File: src/rtl/mem_port_arbiter.sv
// ---------------------------------------------------------------------------
// mem_port_arbiter
//
// Shares one memory port between the core's instruction bus (i_*) and data
// bus (d_*). One requester is granted in IDLE, its request is latched and
// driven downstream (ISSUE), and the single downstream response is routed
// back to that requester (WAIT). Only one transaction is outstanding.
//
// Ports:
//   clk, reset          clock, synchronous active-high reset
//   i_valid, i_addr     instruction fetch request
//   i_addr_ok           fetch accepted downstream (1-cycle pulse)
//   i_data_ok, i_rdata  fetch data return (pulse), data valid with the pulse
//   d_valid, d_addr,
//   d_strobe, d_wdata   data request; d_strobe == 0 means read
//   d_addr_ok           data request accepted downstream (pulse)
//   d_data_ok, d_rdata  data response / write completion (pulse)
//   m_valid, m_addr,
//   m_strobe, m_wdata   downstream request, held from the latch
//   m_ready             downstream accepts the request this cycle
//   m_rvalid, m_rdata   downstream response
//   fsm_state           current FSM state (debug visibility)
//
// Handshake: a downstream request transfers in a cycle where
// m_valid && m_ready; m_valid rises only from a registered grant and
// m_addr/m_strobe/m_wdata are held from the latch until that transfer. A
// response is a single m_rvalid cycle and is consumed only in WAIT; the
// upstream addr_ok/data_ok pulses are combinational echoes of those events
// and go only to the owner of the transaction.
// ---------------------------------------------------------------------------
module mem_port_arbiter #(
    parameter logic DATA_FIRST   = 1'b1,
    parameter int   STARVE_LIMIT = 4
) (
    input  logic        clk,
    input  logic        reset,
    input  logic        i_valid,
    input  logic [31:0] i_addr,
    output logic        i_addr_ok,
    output logic        i_data_ok,
    output logic [31:0] i_rdata,
    input  logic        d_valid,
    input  logic [31:0] d_addr,
    input  logic [3:0]  d_strobe,
    input  logic [31:0] d_wdata,
    output logic        d_addr_ok,
    output logic        d_data_ok,
    output logic [31:0] d_rdata,
    output logic        m_valid,
    output logic [31:0] m_addr,
    output logic [3:0]  m_strobe,
    output logic [31:0] m_wdata,
    input  logic        m_ready,
    input  logic        m_rvalid,
    input  logic [31:0] m_rdata,
    output logic [1:0]  fsm_state
);

    typedef enum logic [1:0] {
        ST_IDLE  = 2'd0,
        ST_ISSUE = 2'd1,
        ST_WAIT  = 2'd2
    } state_t;

    typedef enum logic [1:0] {
        OWN_NONE = 2'd0,
        OWN_I    = 2'd1,
        OWN_D    = 2'd2
    } owner_t;

    localparam logic [3:0] LIMIT = 4'(STARVE_LIMIT);

    state_t      state;
    owner_t      owner;
    logic [3:0]  starve_cnt;
    logic [31:0] lat_addr;
    logic [3:0]  lat_strobe;
    logic [31:0] lat_wdata;
    logic        m_valid_r;

    // Tie-break in terms of "winner" (priority side) and "loser" so that
    // DATA_FIRST only swaps which bus plays which role.
    logic       win_valid;
    logic       lose_valid;
    logic       grant_win;
    logic       grant_lose;
    logic       grant_i;
    logic       grant_d;
    logic [3:0] starve_next;

    always_comb begin
        win_valid   = DATA_FIRST ? d_valid : i_valid;
        lose_valid  = DATA_FIRST ? i_valid : d_valid;
        grant_win   = 1'b0;
        grant_lose  = 1'b0;
        starve_next = starve_cnt;
        if (win_valid && lose_valid) begin
            if (starve_cnt == LIMIT) begin
                // The losing side has been passed over enough times in a row.
                grant_lose  = 1'b1;
                starve_next = 4'd0;
            end else begin
                grant_win   = 1'b1;
                starve_next = (starve_cnt >= LIMIT) ? LIMIT : starve_cnt + 4'd1;
            end
        end else if (win_valid) begin
            // Nobody was waiting behind the winner, so the streak is broken.
            grant_win   = 1'b1;
            starve_next = 4'd0;
        end else if (lose_valid) begin
            grant_lose  = 1'b1;
        end
        grant_d = DATA_FIRST ? grant_win : grant_lose;
        grant_i = DATA_FIRST ? grant_lose : grant_win;
    end

    always_ff @(posedge clk) begin
        if (reset) begin
            state      <= ST_IDLE;
            owner      <= OWN_NONE;
            starve_cnt <= 4'd0;
            lat_addr   <= 32'd0;
            lat_strobe <= 4'd0;
            lat_wdata  <= 32'd0;
            m_valid_r  <= 1'b0;
        end else begin
            case (state)
                ST_IDLE: begin
                    if (grant_i || grant_d) begin
                        starve_cnt <= starve_next;
                        owner      <= grant_d ? OWN_D : OWN_I;
                        lat_addr   <= grant_d ? d_addr : i_addr;
                        lat_strobe <= grant_d ? d_strobe : 4'd0;
                        lat_wdata  <= grant_d ? d_wdata : 32'd0;
                        m_valid_r  <= 1'b1;
                        state      <= ST_ISSUE;
                    end
                end
                ST_ISSUE: begin
                    if (m_ready) begin
                        m_valid_r <= 1'b0;
                        state     <= ST_WAIT;
                    end
                end
                ST_WAIT: begin
                    if (m_rvalid) begin
                        owner <= OWN_NONE;
                        state <= ST_IDLE;
                    end
                end
                default: begin
                    owner     <= OWN_NONE;
                    m_valid_r <= 1'b0;
                    state     <= ST_IDLE;
                end
            endcase
        end
    end

    // Upstream pulses are suppressed while reset is held so an aborted
    // transaction never reports acceptance or completion.
    logic accept;
    logic respond;

    assign accept  = !reset && (state == ST_ISSUE) && m_ready;
    assign respond = !reset && (state == ST_WAIT) && m_rvalid;

    assign i_addr_ok = accept  && (owner == OWN_I);
    assign d_addr_ok = accept  && (owner == OWN_D);
    assign i_data_ok = respond && (owner == OWN_I);
    assign d_data_ok = respond && (owner == OWN_D);
    assign i_rdata   = i_data_ok ? m_rdata : 32'd0;
    assign d_rdata   = d_data_ok ? m_rdata : 32'd0;

    assign m_valid   = m_valid_r;
    assign m_addr    = lat_addr;
    assign m_strobe  = (owner == OWN_I) ? 4'd0 : lat_strobe;
    assign m_wdata   = lat_wdata;
    assign fsm_state = state;

endmodule

File: config.mk
export PLATFORM = sky130hd
export DESIGN_NAME = mem_port_arbiter
export DESIGN_NICKNAME = d
export VERILOG_FILES = /design/src/rtl/mem_port_arbiter.sv
export SDC_FILE = /design/constraint.sdc
export NUM_CORES = 1
export LEC_CHECK = 0
export CORE_MARGIN = 3
export CORE_UTILIZATION = 38
export DETAILED_ROUTE_END_ITERATION = 10
export GPL_TIMING_DRIVEN = 0
export PLACE_DENSITY = 0.87
export SYNTH_ARGS = -nofsm -noshare
export SYNTH_HDL_FRONTEND = slang
export SYNTH_SLANG_ARGS = --single-unit
File: constraint.sdc
create_clock -name clk -period 3.8 [get_ports clk]
set_input_delay 0.95 -clock clk [delete_from_list [all_inputs] [get_ports clk]]
set_output_delay 0.95 -clock clk [all_outputs]
set_load 0.005 [all_outputs]
# Word level (Yosys, flattened, before mapping)
# Index checks and enable logic that the tools add are counted.
# op_classes
n_addsub	1
magnitude_cmp	1
eq_ne	8
mux	27
bitwise	2
reduce_logical	18
# op_table
operator	n
$mux 32	4
$mux 4	6
$pmux 2 s3	2
$reduce_and 3->1	4
$mux 2	5
$logic_and 1x1->1	9
$mux 1	9
$ne 2x2->1 const B	3
$add 4x1->4 const B	1
$eq 2x1->1 const B	2
$eq 2x2->1 const B	2
$eq 4x3->1 const B	1
$ge 4x3->1 const B	1
$pmux 1 s3	1
$logic_not 2->1	1
$not 1->1	2
$reduce_and 2->1	1
$reduce_bool 2->1	1
$logic_not 1->1	1
$logic_or 1x1->1	1
# totals
register_bits	77
inputBits	138
output_inout_bits	139
elab_cells	64

# Logic depth before layout (Yosys ltp)
# Gate-level depths: netlist of the first run.
# depth
depth_word	6
depth_mapped	7
ltp_nobuf	5

# Worst setup path after synthesis of the first run
# No wires, ideal clock.
# synth_path
path_kind	input port to output port
from	input reset
to	output i_rdata[10]
arrival_ns	1.881
slack_ns	0.969
stages	5
n_path_buf	2
cell_sequence	buf_2 nand4bb_1 nor2_1 clkbuf_1 and2_1
# synth_between
elab_chain_cells	5
# synth_rtl
element	line	rtl
start, declared	36	input logic reset,
$logic_not 1->1	166	assign respond = !reset && (state == ST_WAIT) && m_rvalid;
$logic_and 1x1->1 (2 in series)	166	
$logic_and 1x1->1	170	assign i_data_ok = respond && (owner == OWN_I);
$mux 32	172	assign i_rdata = i_data_ok ? m_rdata : 32'd0;
end, declared	41	output logic [31:0] i_rdata,
# No other way between the ends.

# Final worst setup path of the first run
# layout_path
from	input m_rvalid
to	output d_rdata[15]
# layout_between
elab_chain_cells	3
# layout_rtl
element	line	rtl
start, declared	54	input logic m_rvalid,
$logic_and 1x1->1	166	
$logic_and 1x1->1	171	assign d_data_ok = respond && (owner == OWN_D);
$mux 32	173	assign d_rdata = d_data_ok ? m_rdata : 32'd0;
end, declared	48	output logic [31:0] d_rdata,
# No other way between the ends.

==> results_dict.tcl, run 1 <==
set metrics [dict create \
    maxSlewViolCount 0 \
    arrival_ns 2.77 \
    r2r_cells 6 \
    grt_pass1_vias 5050 \
    hpwl_um 13300 \
    setup-violations-final 0 \
    end_kind "output pin" \
    postSynthCellCount 492 \
    hp-class "flip-flop to flip-flop" \
    grt_pass1_wl_um 25600 \
    hold_path_depth 2 \
    synth_area_um2 3920 \
    p_per_area_nw_per_um2 292 \
    post-route-period-util 0.978 \
    cts.clk_slew.worst_paths_ns 0.08 \
    via_count 5114 \
    syn_nets 632 \
    fp.dieArea_um2 11600 \
    worstMarginPinSlew_ns 0.508 \
    seqCellArea_um2 1540 \
    setup_ws_ns 0.0828 \
    avgSynthCellArea_um2 7.97 \
    timing.rr.start "starve_cnt[0]" \
    r2r_end "m_addr[28]" \
    routed_wl_um 17000 \
    path_cells "clkdlybuf4s50_1 -> nand4bb_1 -> nor2_2 -> clkbuf_2 -> and2_1 -> clkdlybuf4s50_1" \
    core_um2 9910 \
    die-height_um 108 \
    cts_tree "done" \
    clk_latency_ns 0.36 \
    path_common_cell "clkdlybuf4s50_1" \
    maxSlewHeadroom 0.661 \
    cap_violations 0 \
    critPathMaxFanout 10 \
    cp_num_buf_inv 3 \
    drc 0 \
    h-tree-depth 3 \
    drive_gt1_frac 0.0665 \
    cts_made_buffers 9 \
    path_class "input port to output pin" \
    yosysWarningCount 0 \
    max_freq_ghz 0.269 \
    cpLargestDelayFamily "buffers and inverters" \
    root_buffer "clkbuf_8" \
    initialDrtViolationCount 306 \
    final_cell_mix "clkdlybuf4s50_1 (275), dfxtp_1 (77), a21oi_1 (76), and2_1 (68), o21ai_0 (66)" \
    port_buffers 275 \
    total_power_mw 2.05 \
    hold_viol_final 0 \
    rows 36 \
    ys_seq_area_frac 0.393 \
    grt-ovfl-total 0 \
    gp_congestion 0.805 \
    finalNonFillerCells 916 \
    dr.pass1.iters 5 \
    multi_input_area_um2 2100 \
    ant_nets 0 \
    n_fill_cell 801 \
    rrSetupSlack_ns 1.83 \
    ys_ff_latch 77 \
    fin_nets 918 \
    start_util 0.396 \
    worst_path_max_delay_cell "clkdlybuf4s50_1" \
    io_pins 277 \
    area_growth_syn_to_layout_pct 79.0 \
    rsz0062_at_grt "true" \
    dp.cells 900 \
    vdd_drop_max_v 0.000271 \
    grt_max_degree 13 \
    place_ws_ns -0.0603 \
    ys_types 34 \
    dieWidth_um 108 \
    hold_end "lat_strobe[0]" \
    postCtsHoldBufs 0 \
    skew_ns 0.00537 \
    clock_path_buffers 2 \
    via_per_inst 5.58 \
    fin_setup_tns_ns 0 \
    min_from "lat_strobe[0]" \
    max_stage_delay_ns 0.52 \
    finalCriticalPeriod_ns 3.72 \
    cts.sinks 77 \
    wire_per_inst_um 18.5 \
    status "finished clean" \
    grtUsageTotal 0.282 \
    cp.required_ns 2.85 \
    grt_antenna_before_repair 1 \
    p_leak_nw 2.51 \
    final_common_cell "clkdlybuf4s50_1" \
    critPathLaunchType "input port" \
]
logic make-up (layout without fill, tap and decap cells):
logic type / after synthesis / count (layout) / synth area share
AOI/OAI and AO/OA: 182 / 182 / 0.268
and+or+nand+nor: 168 / 168 / 0.258
DFF: 77 / 77 / 0.393
buffers and inverters: 63 / 353 / 0.0737
adders and majority gates: 2 / 2 / 0.00638
other: 0 / 1 / 0
area by class of cell:
type	count	area share
flip-flops and latches	77	0.220
clock inverters	4	0.00357
clock buffers	11	0.0201
multi-input cells	352	0.299
inverters	3	0.00160
repair buffers	275	0.392
diodes	1	0.000357
plain buffers	60	0.0403
well taps	133	0.0237
registers in the layout, summed over array words and instances, names as in the netlist:
register,cells
owner,2
m_valid,1
m_addr,32
fsm_state,2
lat_strobe,4
m_wdata,32
starve_cnt,4
stage by stage:
| step | utilization | hold slack [ns] | cell area [um2] |
|---|---|---|---|
| 2_1_floorplan | - | 0.449 | 3920 |
| 3_3_place_gp | 0.690 | 0.456 | 6840 |
| 3_5_place_dp | 0.690 | 0.464 | 6840 |
| 4_1_cts | 0.708 | 0.475 | 7010 |
| 5_1_grt | 0.708 | 0.497 | 7020 |
| 6_report | 0.708 | 0.472 | 7020 |
worst max path at each step:
| stage | from | to | slack [ns] | depth (start not counted) |
|---|---|---|---|---|
| after floorplan | reset | i_rdata[10] | 0.97 | 5 |
| after global placement | m_rvalid | i_rdata[21] | -0.03 | 6 |
| after detailed placement | m_rvalid | i_rdata[16] | -0.06 | 6 |
| after CTS | m_rvalid | d_rdata[5] | 0.02 | 6 |
| after global routing | m_rvalid | d_rdata[15] | -0.03 | 6 |
| final | m_rvalid | d_rdata[15] | 0.08 | 6 |
power by group:
group          leakage [nW]  switching (mW)  total [mW]  internal (mW)
combinational          1.79           0.251       0.583          0.332
clock                0.0812           0.301       0.550          0.249
sequential            0.635          0.0387       0.916          0.878
total                  2.51           0.590        2.05           1.46
cells in the mapped netlist, drive strengths merged:
cell	n	area (um2)
nand3b	2	15.0
o21ai	69	345
nand4b	1	8.76
nand2b	2	12.5
nand4bb	1	11.3
ha	2	25.0
nand2	5	18.8
a311oi	32	280
o211ai	3	22.5
nand4	38	238
dfxtp	77	1540
o41ai	1	16.3
buf	27	153
clkbuf	33	125
a21oi	76	380
and2	68	425
and3b	1	8.76
and4b	1	10.0
nor2	7	43.8
o21a	1	7.51
or3b	1	8.76
inv	3	11.3
nor3b	1	7.51
or2	3	18.8
nor3	3	15.0
nand3	33	165
nor4	1	6.26
tightest hold or removal path, stage by stage, from the launching register on:
cell     delay, ns
dfxtp_1       0.31
o21ai_0       0.06
a21oi_1       0.06
per-layer routing:
layer | track usage | part of all wire
met1 | 0.286 | 0.34
met2 | 0.534 | 0.53
met3 | 0.0690 | 0.093
met4 | 0.133 | 0.032
met5 | 0 | 0
what timing repair did:
item,in CTS,in global routing
setup endpoints to repair,17,24
gates resized for setup,4,4
setup buffers,0,0
No activity file was read; power rests on OpenSTA's default activity.
==> run 2, diff against run 1 <==
--- a/config.mk
+++ b/config.mk
@@ -5,11 +5,13 @@
 export SDC_FILE = /design/constraint.sdc
 export NUM_CORES = 1
 export LEC_CHECK = 0
+export CELL_PAD_IN_SITES_DETAIL_PLACEMENT = 0
+export CELL_PAD_IN_SITES_GLOBAL_PLACEMENT = 1
 export CORE_MARGIN = 3
-export CORE_UTILIZATION = 38
+export CORE_UTILIZATION = 25
 export DETAILED_ROUTE_END_ITERATION = 10
 export GPL_TIMING_DRIVEN = 0
-export PLACE_DENSITY = 0.87
+export PLACE_DENSITY_LB_ADDON = 0.1
 export SYNTH_ARGS = -nofsm -noshare
 export SYNTH_HDL_FRONTEND = slang
 export SYNTH_SLANG_ARGS = --single-unit
==> run 2 against run 1 <==
Compared with the run above: total power rose by 18%; maximum frequency rose by 0.79%; worst hold slack got worse by 0.00072 ns; final area rose by 3.9%; register-to-register slack got worse by 0.08 ns; routed wire length rose by 3.7%; global-route usage fell by 8.4 points; non-clock buffer count did not move; count of clock-buffer cells in the layout did not move; sequential power barely moved; combinational power barely moved.
==> results_dict.tcl, run 2 (synthesis gave the netlist of run 1 again) <==
set metrics [dict create \
    stdcell_area_um2 7290 \
    post-route-period-util 0.971 \
    end_kind "output pin" \
    drc 0 \
    initialDrtViolationCount 224 \
    timing.rr.start "starve_cnt[0]" \
    rsz0062_at_grt "false" \
    final_common_cell "clkdlybuf4s50_1" \
    area_growth_syn_to_layout_pct 86.0 \
    grt_max_degree 15 \
    setup-violations-final 0 \
    die-height_um 131 \
    fp.dieArea_um2 17200 \
    rrSetupSlack_ns 1.75 \
    cts_made_buffers 9 \
    p_leak_nw 2.59 \
    finalNonFillerCells 994 \
    r2r_cells 6 \
    cts_setup_buffers 0 \
    critPathLaunchType "input port" \
    cts.clk_slew.worst_paths_ns 0.06 \
    cap_violations 0 \
    root_buffer "clkbuf_16" \
    n_fill_cell 1543 \
    cts.sinks 77 \
    h-tree-depth 3 \
    final_cell_mix "clkdlybuf4s50_1 (275), dfxtp_1 (77), a21oi_1 (76), and2_1 (68), o21ai_0 (66)" \
    maxSlewViolCount 0 \
    clk_latency_ns 0.33 \
    grt_pass1_wl_um 27800 \
    grtUsageTotal 0.198 \
    drive_gt1_frac 0.0702 \
    cp.required_ns 2.85 \
    port_buffers 275 \
    rows 45 \
    cp-endpoint "i_rdata[12]" \
    hp-class "flip-flop to flip-flop" \
    cts_tree "done" \
    grt_pass1_vias 4915 \
    switching_share 0.270 \
    dieWidth_um 131 \
    via_per_inst 4.93 \
    arrival_ns 2.74 \
    finalCriticalPeriod_ns 3.69 \
    clock_path_buffers 2 \
    io_pins 277 \
    core_um2 15300 \
    final_util 0.478 \
    worstMarginPinSlew_ns 0.653 \
    clockPowerShare 0.379 \
    fin_nets 918 \
    critPathMaxFanout 10 \
    ant_nets 0 \
    grt-ovfl-total 0 \
    dr.pass1.iters 4 \
    status "finished clean" \
    place_ws_ns -0.185 \
    antenna_cells 0 \
    grt_antenna_before_repair 0 \
    share_seq_of_total_power 0.379 \
    setup_ws_ns 0.112 \
    dpl-instance-area_um2 6940 \
    vdd_drop_max_v 0.000236 \
    comb_power_share 0.242 \
    skew_ns 0.00737 \
    worstSetupStartpoint "m_rvalid" \
    maxSlewHeadroom 0.564 \
    p_int_mw 1.76 \
    power.switching_mw 0.653 \
    wire_per_inst_um 17.7 \
    start_util 0.257 \
    max_freq_ghz 0.271 \
    hold_viol_final 0 \
    dp.cells 978 \
    path_class "input port to output pin" \
    gp_congestion 0.804 \
    postCtsHoldBufs 0 \
    p_per_area_nw_per_um2 331 \
    r2r_end "m_addr[28]" \
    hpwl_um 13900 \
    routed_wl_um 17600 \
    cts_resized 9 \
    via_count 4899 \
]
run 2: cell types whose count changed in the layout (fill, tap and decap cells not counted), sizes merged:
| cell | change |
|---|---|
| diode | -1 |
| buf | +2 |
| inv | +2 |
| clkinvlp | -2 |
| clkbuf | -2 |
| bufinv | +1 |
run 2: layout make-up:
type                    count  area (um2)  share of cell area
multi-input cells         352        2120               0.291
flip-flops and latches     77        1540               0.211
inverters                   3        11.3             0.00154
well taps                 211         264              0.0362
clock buffers              11         253              0.0346
clock inverters             5        65.1             0.00892
plain buffers              60         285              0.0391
repair buffers            275        2750               0.377
run 2: critical path, cell delays in order:
cell             delay [ns]
clkdlybuf4s50_1        0.55
nand4bb_4              0.16
nor2_4                 0.19
buf_2                  0.21
and2_1                 0.14
clkdlybuf4s50_1        0.53
run 2: power groups by stage:
stage                     sequential [mW]  combinational, mW  clock [mW]
after floorplan                     0.934              0.216           0
after global placement              0.931              0.578           0
after detailed placement            0.933              0.585           0
after CTS                           0.916              0.591       0.937
after global routing                0.924              0.636       0.976
final                               0.916              0.585       0.915
run 2: layer usage:
metal | share of wire | routed length (um) | vias to the layer above | track usage
met5 | 0 | 0 | - | 0
met4 | 0.013 | 231 | 0 | 0.0467
met3 | 0.070 | 1240 | 13 | 0.0567
met2 | 0.50 | 8730 | 202 | 0.350
met1 | 0.42 | 7400 | 2297 | 0.238
li1 | - | - | 2387 | -
run 2: through the flow:
step / hold WS (ns) / setup TNS (ns) / power [mW]
after global placement: 0.459 / -3.12 / 1.51
after global routing: 0.490 / 0 / 2.54
after detailed placement: 0.465 / -5.48 / 1.52
after CTS: 0.474 / 0 / 2.44
final: 0.471 / 0 / 2.42
after floorplan: 0.449 / 0 / 1.15
run 2: worst min-delay path by stage:
stage | startpoint | end | depth (start not counted)
final | starve_cnt[0] | starve_cnt[0] | 2
after global routing | m_wdata[23] | m_wdata[23] | 2
after CTS | lat_strobe[0] | lat_strobe[0] | 2
after detailed placement | lat_strobe[0] | lat_strobe[0] | 2
after global placement | lat_strobe[1] | lat_strobe[1] | 2
after floorplan | starve_cnt[1] | starve_cnt[1] | 2
==> run 3, diff against run 2 <==
--- a/config.mk
+++ b/config.mk
@@ -10,6 +10,7 @@
 export CORE_MARGIN = 3
 export CORE_UTILIZATION = 25
 export DETAILED_ROUTE_END_ITERATION = 10
+export GPL_ROUTABILITY_DRIVEN = 0
 export GPL_TIMING_DRIVEN = 0
 export PLACE_DENSITY_LB_ADDON = 0.1
 export SYNTH_ARGS = -nofsm -noshare
==> results of run 3 <==
Same layout as run 2: the final DEF is identical, and so are final timing and power.
